File: src/rtl/dev_sigmoid_deriv.sv
`default_nettype none
// ============================================================================
// Module   : dev_sigmoid_deriv
// Function : Piecewise-linear sigmoid derivative y*(1-y) on signed Q8.12 data.
//            Define DEV_PIPE_EN to register y before the multiply (2-cycle latency).
// Revision : 1.0  initial release
// ============================================================================
module dev_sigmoid_deriv #(
   parameter int WIDTH = 20,
   parameter int FRAC  = 12
) (
   input  logic             clk,
   input  logic             rst,
   input  logic             in_valid,
   input  logic [WIDTH-1:0] SP_out,
   output logic             out_valid,
   output logic [WIDTH-1:0] D_out
);

   // y never exceeds 1.0, so FRAC+1 bits hold it exactly
   localparam int               c_yw   = FRAC + 1;
   localparam logic [c_yw-1:0]  c_one  = c_yw'(1 << FRAC);
   localparam logic [WIDTH-1:0] c_seg1 = WIDTH'(4096);
   localparam logic [WIDTH-1:0] c_seg2 = WIDTH'(9728);
   localparam logic [WIDTH-1:0] c_seg3 = WIDTH'(20480);
   localparam logic [WIDTH-1:0] c_amin = {1'b1, {(WIDTH-1){1'b0}}};
   localparam logic [WIDTH-1:0] c_amax = {1'b0, {(WIDTH-1){1'b1}}};

   logic               w_neg;
   logic [WIDTH-1:0]   w_abs;
   logic [c_yw-1:0]    w_ya;
   logic [c_yw-1:0]    w_y;
   logic [c_yw-1:0]    w_ys;
   logic               w_vs;
   logic [c_yw-1:0]    w_ym;
   logic [2*c_yw-1:0]  w_prod;
   logic [WIDTH-1:0]   w_d;

   always_comb begin
      w_neg = SP_out[WIDTH-1];
      w_abs = SP_out;
      if (w_neg) begin
         // the most negative code has no positive twin, so clamp it
         if (SP_out == c_amin) w_abs = c_amax;
         else                  w_abs = ~SP_out + 1'b1;
      end
   end

   always_comb begin
      w_ya = c_one;
      if (w_abs >= c_seg3)      w_ya = c_one;
      else if (w_abs >= c_seg2) w_ya = c_yw'(w_abs >> 5) + c_yw'(3456);
      else if (w_abs >= c_seg1) w_ya = c_yw'(w_abs >> 3) + c_yw'(2560);
      else                      w_ya = c_yw'(w_abs >> 2) + c_yw'(2048);
      w_y = w_neg ? (c_one - w_ya) : w_ya;
   end

`ifdef DEV_PIPE_EN
   logic [c_yw-1:0] r_y;
   logic            r_v1;

   always_ff @(posedge clk) begin
      if (rst) begin
         r_y  <= '0;
         r_v1 <= 1'b0;
      end else begin
         r_v1 <= in_valid;
         if (in_valid) r_y <= w_y;
      end
   end

   assign w_ys = r_y;
   assign w_vs = r_v1;
`else
   assign w_ys = w_y;
   assign w_vs = in_valid;
`endif

   assign w_ym   = c_one - w_ys;
   assign w_prod = (2*c_yw)'(w_ys) * (2*c_yw)'(w_ym);
   assign w_d    = WIDTH'(w_prod >> FRAC);

   always_ff @(posedge clk) begin
      if (rst) begin
         out_valid <= 1'b0;
         D_out     <= '0;
      end else begin
         out_valid <= w_vs;
         if (w_vs) D_out <= w_d;
      end
   end

endmodule
`default_nettype wire

File: config.mk
export PLATFORM = sky130hd
export DESIGN_NAME = dev_sigmoid_deriv
export DESIGN_NICKNAME = d
export VERILOG_FILES = /design/src/rtl/dev_sigmoid_deriv.sv
export SDC_FILE = /design/constraint.sdc
export NUM_CORES = 1
export LEC_CHECK = 0
export CAP_MARGIN = 20
export CORE_MARGIN = 4
export CORE_UTILIZATION = 45
export DETAILED_ROUTE_END_ITERATION = 6
export MAX_ROUTING_LAYER = met4
export PLACE_DENSITY_LB_ADDON = 0.05
export SETUP_SLACK_MARGIN = 0.3
export SKIP_CTS_REPAIR_TIMING = 1
export SLEW_MARGIN = 5
export SYNTH_ARGS = -nofsm -noshare
export SYNTH_HDL_FRONTEND = slang
export SYNTH_SLANG_ARGS = --single-unit
File: constraint.sdc
create_clock -name clk -period 22.2 [get_ports clk]
set_input_delay 3.33 -clock clk [delete_from_list [all_inputs] [get_ports clk]]
set_output_delay 3.33 -clock clk [all_outputs]
set_load 0.02 [all_outputs]
==> results.sh <==
export IMPL_tritoncts="yes"
export IMPL_number_of_routed_nets_with_antenna_violations=0
export IMPL_status="finished, final reports clean"
export IMPL_dieHeight_um=142
export IMPL_finalMaxSlewViolations=0
export IMPL_critical_path_data_arrival_time_ns=17.33
export IMPL_criticalPathCategory="input pin to flip-flop"
export IMPL_drt_pass1_iterations=5
export IMPL_worst_slew_pin_transition_ns=0.977
export IMPL_floorplan_core_area_um2=17500
export IMPL_insertion_delay_ns=0.25
export IMPL_nNetsFinal=1223
export IMPL_timing_reg2reg_setup_slack_ns=21.51
export IMPL_crit_path_top_delay_cell="or4b_1"
export IMPL_hpwlAfterDp_um=15700
export IMPL_area_delta_synth_final_pct=6.98
export IMPL_tritoncts_num_sinks=15
export IMPL_finalSetupViolCount=0
export IMPL_cts_root_buffer_cell="clkbuf_16"
export IMPL_mostFrequentLayoutCell="inv_1"
export IMPL_timing_final_crit_period_ns=17.16
export IMPL_netlist_top_cells_area="fa_1, ha_1, inv_1, nor2_1, dfxtp_1"
export IMPL_slew_headroom_pct=34.6
export IMPL_hold_start="D_out[12]"
export IMPL_cpPeakStageDelay_ns=0.64
export IMPL_drv_cap=0
export IMPL_io_buffers=37
export IMPL_vias_per_cell=5.24
export IMPL_worst_endpoint_required_time_ns=22.36
export IMPL_pwr_density_cell_nw_per_um2=41.1
export IMPL_initial_antenna_violation_count=0
export IMPL_post_synth_num_cell_types=89
export IMPL_synthesis_area_um2=8090
export IMPL_final_cell_mix="inv_1, fa_1, nor2_1, ha_1, or2_2"
export IMPL_antenna_cells=0
export IMPL_unrepaired_setup_endpoints_after_global_routing="false"
export IMPL_final_critical_path_setup_slack_ns=5.04
export IMPL_drive_gt1_share_pct=9.59
export IMPL_totalWireLength_um=18800
export IMPL_holdCritPathClass="flip-flop to flip-flop"
export IMPL_crit_path_end="D_out[13]"
export IMPL_die_w_um=142
export IMPL_drc=0
export IMPL_endpoint_kind="flip-flop"
export IMPL_design_area_um2=8650
export IMPL_maximum_number_of_pins_on_one_net_before_global_route_repair=38
export IMPL_report_power_total_uw=355
export IMPL_grt_remaining_overflow=0
export IMPL_number_of_enable_flip_flop_cells_after_synthesis=0
export IMPL_routabilityCongestion=0.859
export IMPL_vias_in_the_first_global_route=6541
export IMPL_netlist_area_leader_share_pct=29.7
export IMPL_num_fill_cells=1780
export IMPL_fmaxAchievable_mhz=58.3
export IMPL_synth_warnings=0
export IMPL_final_hold_violation_count=0
export IMPL_ioPinCount=44
export IMPL_r2r_end="D_out[13]"
export IMPL_yosysSeqAreaShare_pct=3.71
export IMPL_synth_largest_area_cell="fa_1"
export IMPL_number_of_flip_flops_and_latches_in_the_synthesized_netlist=15
export IMPL_worst_setup_hold_path_clk_slew_ns=0.05
export IMPL_grt_pass1_wl_um=32400
export IMPL_r2r_worst_path_cells=2
export IMPL_htree_levels=1
export IMPL_ys_dominant_reg_cell="dfxtp_1"
export IMPL_worstSetupStartpoint="SP_out[1]"
export IMPL_reg2reg_from="D_out[13]"
export IMPL_groute_usage_overall_pct=19.9
export IMPL_dr_first_iter_drc_count=302
export IMPL_synth_cells=990
export IMPL_detailedPlace_worstSlack_ns=4.77
export IMPL_num_vias=6377
export IMPL_die_area_um2=20200
export IMPL_min_period_over_period_pct=77.3
export IMPL_path_common_cell="inv_1"
export IMPL_ir_drop_v=0.0000436
export IMPL_setup_worst_path_start_class="input pin"
export IMPL_fin_skew_ns=0
export IMPL_cp_max_fo=22
export IMPL_power_leakage_nw=4.30
export IMPL_initial_utilization_pct=46.3
export IMPL_std_cell_rows=48
export IMPL_post_synth_cell_area_avg_um2=8.17
export IMPL_cts_path_max_buffers=2
export IMPL_setup_tns_ns=0
export IMPL_asyncSetResetFlopFracSynth_pct=0
export IMPL_routed_wire_length_per_instance_um=15.5
export IMPL_placed_cell_area_um2=8570
export IMPL_cts_inserted_buffers=3
==> area by class of cell <==
cell class                      count  area (µm²)  area share (%)
Sequential cell                    15         300            3.47
Timing Repair Buffer               47         445            5.15
Inverter                          206         773            8.94
Multi-Input combinational cell    719        6770            78.2
Tap cell                          225         282            3.25
Clock inverter                      1        7.51          0.0868
Clock buffer                        3        75.1           0.868
==> where the power goes <==
group / total, mW / leakage [nW] / internal (mW) / switching, mW
clock: 0.0366 / 0.0371 / 0.0243 / 0.0123
combinational: 0.282 / 4.14 / 0.115 / 0.167
sequential: 0.0368 / 0.123 / 0.0337 / 0.00306
==> cells in the mapped netlist (all sizes together) (3+ instances only) <==
cell type	number
o32ai	4
a21o	6
and2	12
ha	88
clkbuf	34
nand3	17
nor2	117
or2	47
nand2	31
xor2	21
o21ai	22
a311oi	3
dfxtp	15
nand2b	40
a2111oi	3
or3	7
a21oi	25
a31oi	5
nor3	17
o21a	4
a211oi	4
nor4	8
and4	3
and3	7
o22ai	4
o41ai	5
o211ai	4
fa	120
nand3b	3
buf	22
inv	206
o31ai	7
nand4	5
mux2i	14
xnor2	19
a31o	3
a22oi	3
==> through the flow <==
stage / util, % / hold WS, ns / instances
floorplan: - / 0.551 / 996
global route: 49.5 / 0.506 / 1216
detailed placement: 49.0 / 0.473 / 1212
global placement: 49.0 / 0.473 / 1212
finish: 49.5 / 0.478 / 1216
CTS: 49.5 / 0.483 / 1216
==> worst max-delay path: cells and delay by family <==
family	cells	cell delay [ns]
AO/OA/AOI/OAI	13	3.91
AND/OR/NAND/NOR	10	3.23
multiplexers	1	0.53
adder cells (fa/ha/maj)	10	4.12
buffers and inverters	10	1.64
XOR/XNOR	2	0.53
==> how the worst min path moves through the flow <==
stage                      to  slack, ns  cells after the start
detailed placement  D_out[12]       0.47                      2
CTS                 D_out[12]       0.48                      2
floorplan           D_out[13]       0.55                      2
global route        D_out[12]       0.51                      2
global placement     D_out[3]       0.47                      2
finish              D_out[12]       0.48                      2
==> cells by family (layout without fill, tap and decap cells) <==
family,count (synthesis),in the layout,share of synthesized area (%)
xor+xnor,40,40,4.52
compound gates,125,125,12.3
mux,16,16,2.15
simple gates,323,323,21.1
fa+ha+maj,208,208,43.3
other cells,1,7,0.0464
flops,15,15,3.71
buf+inv,262,257,12.9
==> per-layer routing <==
metal	GRT usage [%]	routed length (µm)	share of wire [%]
met1	27.3	9010	48
met2	33.7	9130	48
met3	1.68	513	2.7
met4	1.72	184	0.98
met5	-	0	0
==> flip-flops by register name, summed over array words and instances (netlist names) <==
name       flops
D_out         14
out_valid      1
Power figures use the tool's default switching activity.
